$ cat config.mk
export PLATFORM = sky130hd
export DESIGN_NAME = program_loader
export DESIGN_NICKNAME = d
export VERILOG_FILES = /design/src/rtl/loader_pkg.sv /design/src/rtl/byte_packer.sv /design/src/rtl/program_loader.sv
export SDC_FILE = /design/constraint.sdc
export NUM_CORES = 1
export LEC_CHECK = 0
export ABC_AREA = 1
export ABC_CLOCK_PERIOD_IN_PS = 3000
export BUFFER_PORTS_ARGS = -buffer_cell sky130_fd_sc_hd__buf_2
export CAP_MARGIN = 10
export CORE_AREA = 3 3 136 138
export CTS_CLUSTER_DIAMETER = 120
export DETAILED_ROUTE_END_ITERATION = 6
export DIE_AREA = 0 0 139 141
export PLACE_DENSITY_LB_ADDON = 0.12
export SETUP_SLACK_MARGIN = 0.02
export SYNTH_ARGS = -nofsm -noshare
export SYNTH_HDL_FRONTEND = slang
export SYNTH_SLANG_ARGS = --single-unit
export TNS_END_PERCENT = 100
$ cat constraint.sdc
create_clock -name clk -period 3 [get_ports clk]
set_input_delay 0.15 -clock clk [delete_from_list [all_inputs] [get_ports clk]]
set_output_delay 0.15 -clock clk [all_outputs]
set_load 0.1 [all_outputs]
$ cat src/rtl/loader_pkg.sv
// Shared types and field sizes for the boot-time program loader.
// Latency: none (declarations only).
// Backpressure: none (declarations only).
package loader_pkg;

   // Header (word count) and trailer (checksum) field lengths in bytes
   localparam int LOADER_HDR_BYTES = 4;
   localparam int LOADER_CHK_BYTES = 4;

   typedef enum logic [2:0] {
      ST_IDLE,
      ST_LEN,
      ST_DATA,
      ST_CHK,
      ST_DONE
   } loader_state_t;

endpackage

$ cat src/rtl/byte_packer.sv
// Packs a little-endian byte stream into 32-bit words; shared by length, data and checksum fields.
// Latency: word/word_valid are combinational with the 4th byte's rx_valid (the caller registers them).
// Backpressure: none, one byte accepted per rx_valid; clr discards any partial word.
module byte_packer
   import loader_pkg::*;
(
   input  logic        clk,
   input  logic        rst,
   input  logic        clr,
   input  logic        rx_valid,
   input  logic [7:0]  rx_data,
   output logic [31:0] word,
   output logic        word_valid
);

   // The packer must cover the widest field it is reused for
   localparam int PACK_BYTES = (LOADER_HDR_BYTES > LOADER_CHK_BYTES) ? LOADER_HDR_BYTES : LOADER_CHK_BYTES;
   localparam int IDX_W = $clog2(PACK_BYTES);
   localparam logic [IDX_W-1:0] LAST_IDX = IDX_W'(PACK_BYTES - 1);

   logic [IDX_W-1:0] idx_q, idx_d;
   logic [31:0]      word_q, word_d;

   // Merge the incoming byte into its lane and advance the byte index
   always_comb begin
      word = word_q;
      word[idx_q*8 +: 8] = rx_data;
      word_valid = rx_valid && (idx_q == LAST_IDX);
      idx_d  = idx_q;
      word_d = word_q;
      if (clr) begin
         idx_d  = '0;
         word_d = '0;
      end else if (rx_valid) begin
         idx_d  = (idx_q == LAST_IDX) ? '0 : idx_q + 1'b1;
         word_d = word_valid ? '0 : word;
      end
   end

   // Partial-word state
   always_ff @(posedge clk) begin
      if (rst) begin
         idx_q  <= '0;
         word_q <= '0;
      end else begin
         idx_q  <= idx_d;
         word_q <= word_d;
      end
   end

endmodule

$ cat src/rtl/program_loader.sv
// UART-fed boot loader: length header, N little-endian words to flash_*, optional checksum (LOADER_CHECKSUM_EN).
// Latency: flash_en one cycle after a word's 4th byte; done one cycle after the final write (or after the checksum).
// Backpressure: none, always ready; rx_valid ignored in IDLE/DONE, start ignored while busy.
module program_loader
   import loader_pkg::*;
#(
   parameter int          WIDTH     = 32,
   parameter logic [31:0] BASE_ADDR = 32'h0000_0000,
   parameter int          MAX_WORDS = 1024
) (
   input  logic             clk,
   input  logic             rst,
   input  logic             start,
   input  logic             rx_valid,
   input  logic [7:0]       rx_data,
   output logic             flash_en,
   output logic [WIDTH-1:0] flash_addr,
   output logic [WIDTH-1:0] flash_data,
   output logic             cpu_rst,
   output logic             busy,
   output logic             done,
   output logic             error
);

   localparam int CW = $clog2(MAX_WORDS + 1);

   loader_state_t    state_q, state_d;
   logic [CW-1:0]    n_q, n_d;
   logic [CW-1:0]    wcnt_q, wcnt_d;
   logic             fin_q, fin_d;
   logic             flash_en_q, flash_en_d;
   logic [WIDTH-1:0] flash_addr_q, flash_addr_d;
   logic [WIDTH-1:0] flash_data_q, flash_data_d;
   logic             cpu_rst_q, cpu_rst_d;
   logic             busy_q, busy_d;
   logic             done_q, done_d;
   logic             error_q, error_d;
`ifdef LOADER_CHECKSUM_EN
   logic [31:0]      sum_q, sum_d;
`endif

   logic             pk_clr;
   logic             pk_valid;
   logic [31:0]      pk_word;
   logic             pk_word_valid;

   byte_packer u_packer (
      .clk        (clk),
      .rst        (rst),
      .clr        (pk_clr),
      .rx_valid   (pk_valid),
      .rx_data    (rx_data),
      .word       (pk_word),
      .word_valid (pk_word_valid)
   );

   // Next-state and next-output computation for the load sequence
   always_comb begin
      state_d      = state_q;
      n_d          = n_q;
      wcnt_d       = wcnt_q;
      fin_d        = fin_q;
      flash_en_d   = 1'b0;
      flash_addr_d = flash_addr_q;
      flash_data_d = flash_data_q;
      error_d      = error_q;
      pk_clr       = 1'b0;
      pk_valid     = 1'b0;
`ifdef LOADER_CHECKSUM_EN
      sum_d        = sum_q;
`endif
      case (state_q)
         ST_IDLE, ST_DONE: begin
            if (start) begin
               state_d = ST_LEN;
               error_d = 1'b0;
               wcnt_d  = '0;
               fin_d   = 1'b0;
               pk_clr  = 1'b1;
`ifdef LOADER_CHECKSUM_EN
               sum_d   = '0;
`endif
            end
         end
         ST_LEN: begin
            pk_valid = rx_valid;
            if (pk_word_valid) begin
               if (pk_word > 32'(MAX_WORDS)) begin
                  error_d = 1'b1;
                  state_d = ST_DONE;
               end else if (pk_word == 32'd0) begin
`ifdef LOADER_CHECKSUM_EN
                  state_d = ST_CHK;
`else
                  state_d = ST_DONE;
`endif
               end else begin
                  n_d     = CW'(pk_word);
                  state_d = ST_DATA;
               end
            end
         end
         ST_DATA: begin
            // fin_q: last write is on flash_* now, DONE follows it by one cycle
            pk_valid = rx_valid && !fin_q;
            if (fin_q) begin
               state_d = ST_DONE;
            end else if (pk_word_valid) begin
               flash_en_d   = 1'b1;
               flash_addr_d = WIDTH'(BASE_ADDR) + (WIDTH'(wcnt_q) << 2);
               flash_data_d = WIDTH'(pk_word);
               wcnt_d       = wcnt_q + CW'(1);
`ifdef LOADER_CHECKSUM_EN
               sum_d        = sum_q + pk_word;
               if (wcnt_d == n_q) state_d = ST_CHK;
`else
               if (wcnt_d == n_q) fin_d = 1'b1;
`endif
            end
         end
`ifdef LOADER_CHECKSUM_EN
         ST_CHK: begin
            pk_valid = rx_valid;
            if (pk_word_valid) begin
               error_d = (pk_word != sum_q);
               state_d = ST_DONE;
            end
         end
`endif
         default: state_d = ST_IDLE;
      endcase
      busy_d    = (state_d == ST_LEN) || (state_d == ST_DATA) || (state_d == ST_CHK);
      done_d    = (state_d == ST_DONE);
      cpu_rst_d = !(done_d && !error_d);
   end

   // State and registered outputs
   always_ff @(posedge clk) begin
      if (rst) begin
         state_q      <= ST_IDLE;
         n_q          <= '0;
         wcnt_q       <= '0;
         fin_q        <= 1'b0;
         flash_en_q   <= 1'b0;
         flash_addr_q <= WIDTH'(BASE_ADDR);
         flash_data_q <= '0;
         cpu_rst_q    <= 1'b1;
         busy_q       <= 1'b0;
         done_q       <= 1'b0;
         error_q      <= 1'b0;
`ifdef LOADER_CHECKSUM_EN
         sum_q        <= '0;
`endif
      end else begin
         state_q      <= state_d;
         n_q          <= n_d;
         wcnt_q       <= wcnt_d;
         fin_q        <= fin_d;
         flash_en_q   <= flash_en_d;
         flash_addr_q <= flash_addr_d;
         flash_data_q <= flash_data_d;
         cpu_rst_q    <= cpu_rst_d;
         busy_q       <= busy_d;
         done_q       <= done_d;
         error_q      <= error_d;
`ifdef LOADER_CHECKSUM_EN
         sum_q        <= sum_d;
`endif
      end
   end

   assign flash_en   = flash_en_q;
   assign flash_addr = flash_addr_q;
   assign flash_data = flash_data_q;
   assign cpu_rst    = cpu_rst_q;
   assign busy       = busy_q;
   assign done       = done_q;
   assign error      = error_q;

endmodule

==> out/results.ini <==
[worst_setup_path]
cpMostUsedCell = nand2_1
crit_fanout = 24
cp_slowest_cell = o21ai_0
crit_path_end_kind = flop
cpPeakStageDelay_ps = 480
cp.required_ps = 3290
critical_path_class = reg -> reg
critPathLaunchType = flop
crit_chain = inv_1, ha_1, nand2_1, o21ai_0, nor2_1, nand2_1, nor2_1, nand2_1, nand4_4, nand2_1, nand2_1, nor2_1
arrival_ps = 2910
critPathTopFamily = simple AND/OR/NAND/NOR gates
critPathBufInv = 1

[drt]
wl_per_cell_um = 14.3
vias = 4719
drc = 0
final_antenna_net_count = 0
firstDrtPassIters = 5
drt_iter0_drc = 303
vias_per_cell = 4.66
wl_mm = 14.5

[sta]
final.setup.tns_ps = 0
rsz0062_at_grt = no
drv_slew = 0
skew_ps = 11.1
setup_viol = 0
max_freq_mhz = 381
finalCriticalPeriod_ps = 2630
fin_crit_sh_pct = 87.6
finalHoldViolations = 0
tightestPinTransition_ps = 767
timing.hold.ws_ps = 208
maxSlewHeadroom_pct = 48.8

[grt]
grt_pass1_wl_mm = 23.7
grt_max_degree = 62
antenna_found_initial = 0
grtUsageTotal_pct = 14.9
overflow = 0
grt_pass1_vias = 4440

[cts]
cts_tree = built
cts.clk_slew.worst_paths_ps = 70
insertion_delay_ps = 350
clockBufferDepth = 2
cts_max_level = 3
clock-sinks = 108
numCtsBuffers = 9
clockRootBuffer = clkbuf_16

[run_status]
status = completed

[floorplan]
dieHeight_um = 141
core-area_sq_mm = 0.0173
ios = 81
die_w_um = 139
rows = 48
die-area_sq_mm = 0.0196
start_util_pct = 29.9

[finish]
area_growth_pct = 12.9
final_util_pct = 33.7
multi_input_area_sq_mm = 0.00250
fin_cells = 1013
regArea_sq_mm = 0.00216
nets = 802
fillCellCount = 1896
antenna_cells = 0
drive_gt1_share_pct = 12.9

[synth]
synth.distinct_cells = 37
ys_seq_elements = 108
ys_seq_area_share_pct = 41.9
ys_warn_count = 0
synthesis.area_sq_mm = 0.00516
synthCells = 739
synth.top_cell.area_share_pct = 41.9
yosysTopAreaCell = dfxtp_1
synth.avg_cell_area_sq_um = 6.99
synth.area.top_cells = dfxtp_1 (42%), nand2_1 (11%), nor2_1 (9.8%), a21oi_1 (6.4%), o21ai_0 (5.4%)

[placed_design]
place.port_buffers = 59
dp_cells = 997
place_hpwl_mm = 10.5
gp_congestion = 0.868

[pwr]
p_leak_nw = 2.66
peakVddDrop_uv = 271
power_density_mw_per_mm2 = 504
p_total_mw = 2.94

[run]
max_cap_viol_count = 0

[hold_path]
min_path_type = in -> reg

per-layer routing:
layer,global-route usage [%],wire length [um],up-vias
met5,0,0,-
met4,4.89,238,0
met3,2.78,602,15
met2,23.1,6380,102
met1,20.8,7230,2171
li1,-,-,2431
per-stage QoR:
stage | cell area, sq um | setup WS (ps)
3_3_place_gp | 5560 | 457
5_1_grt | 5830 | 23.3
4_1_cts | 5830 | 324
2_1_floorplan | 5240 | 798
3_5_place_dp | 5560 | 334
6_report | 5830 | 372
cells by family (layout without fill, tap and decap cells):
| group | count (synthesis) | after routing | share of synthesized area (%) |
|---|---|---|---|
| AOI/OAI and AO/OA | 153 | 153 | 16.0 |
| buffers and inverters | 121 | 150 | 11.3 |
| adders and majority gates | 7 | 7 | 1.70 |
| xor gates and xnor gates | 7 | 7 | 1.19 |
| and+or+nand+nor | 342 | 342 | 27.9 |
| DFF | 108 | 108 | 41.9 |
| other | 1 | 21 | 0.0726 |
worst reg2reg max path: stages (launching register included):
cell and delay, ps:
dfxtp_1 400, inv_1 110, ha_1 390, nand2_1 190, o21ai_0 480, nor2_1 110, nand2_1 100, nor2_1 50
nand2_1 110, nand4_4 310, nand2_1 150, nand2_1 60, nor2_1 100
Yosys cell counts:
cell,count
buf_4,25
nand4_1,2
buf_2,9
nand4_4,1
nand2_1,148
a21boi_0,1
nor2_2,5
a21oi_1,66
buf_1,1
a31oi_1,10
o31ai_1,1
xor2_1,5
o21ai_1,4
xnor2_1,2
a32o_1,1
ha_1,7
clkbuf_1,16
o2111ai_1,1
nor2_1,135
nor2_4,2
inv_1,64
o21ai_0,56
nand3_2,6
nor4_1,1
a211oi_1,11
inv_2,3
o21ai_2,1
conb_1,1
nand3_1,30
dfxtp_1,108
nor3b_2,1
nand2_2,1
or2_0,1
nor3_1,8
a22oi_1,1
nand2_4,1
buf_6,3
timing repair:
action | 4_1_cts | 5_1_grt
setup buffers | 0 | 0
endpoints found under the setup margin | 0 | 11
endpoints found under the hold margin | 0 | 0
hold buffers | 0 | 0
resized for setup | 0 | 1
flip-flops by register name (all words and copies together), names as in the netlist:
signal           count
u_packer.idx_q       2
flash_en             1
done                 1
state_q              3
n_q                 11
error                1
wcnt_q              11
flash_addr          11
busy                 1
cpu_rst              1
flash_data          32
u_packer.word_q     32
fin_q                1
report_power, final:
part	switching, mW	internal (mW)
Sequential	0.00726	1.45
Clock	0.541	0.585
Combinational	0.299	0.0607
area by class of cell:
cell class                 count  share of cell area, %
tap                          225                   4.83
sequential                   108                   37.1
multi-input combinational    530                   42.8
clock buffer                  12                   4.23
clock inverter                 4                  0.429
timing repair buffer          67                   6.31
inverter                      67                   4.31
cells in the final DEF, fill, tap and decap left out, types with 2 or more instances in the layout:
cell type and instances:
nand3_2 6, nor2_4 2, xnor2_1 2, nor2_1 135, o21ai_0 55, clkinv_2 2
nand2_1 148, inv_2 3, nand4_1 2, nand3_1 30, dfxtp_1 108, o21ai_1 5
nor3_1 8, conb_1 21, inv_1 64, clkbuf_1 2, nor2_2 5, a31oi_1 10
a21oi_1 66, ha_1 7, buf_2 59, clkbuf_16 9, clkinvlp_4 2, a211oi_1 11
buf_4 7, xor2_1 5
path summary, 6_finish.rpt:
kind	startpoint	end	slack (ps)	cells after the start
worst max register to register	u_packer.idx_q[1]	n_q[5]	370	12
worst max-delay path	u_packer.idx_q[1]	n_q[5]	370	12
worst min-delay path	rst	error	210	2
worst min register to register	u_packer.word_q[22]	u_packer.word_q[22]	460	2
Note: power is estimated with default switching activity, not from simulation.
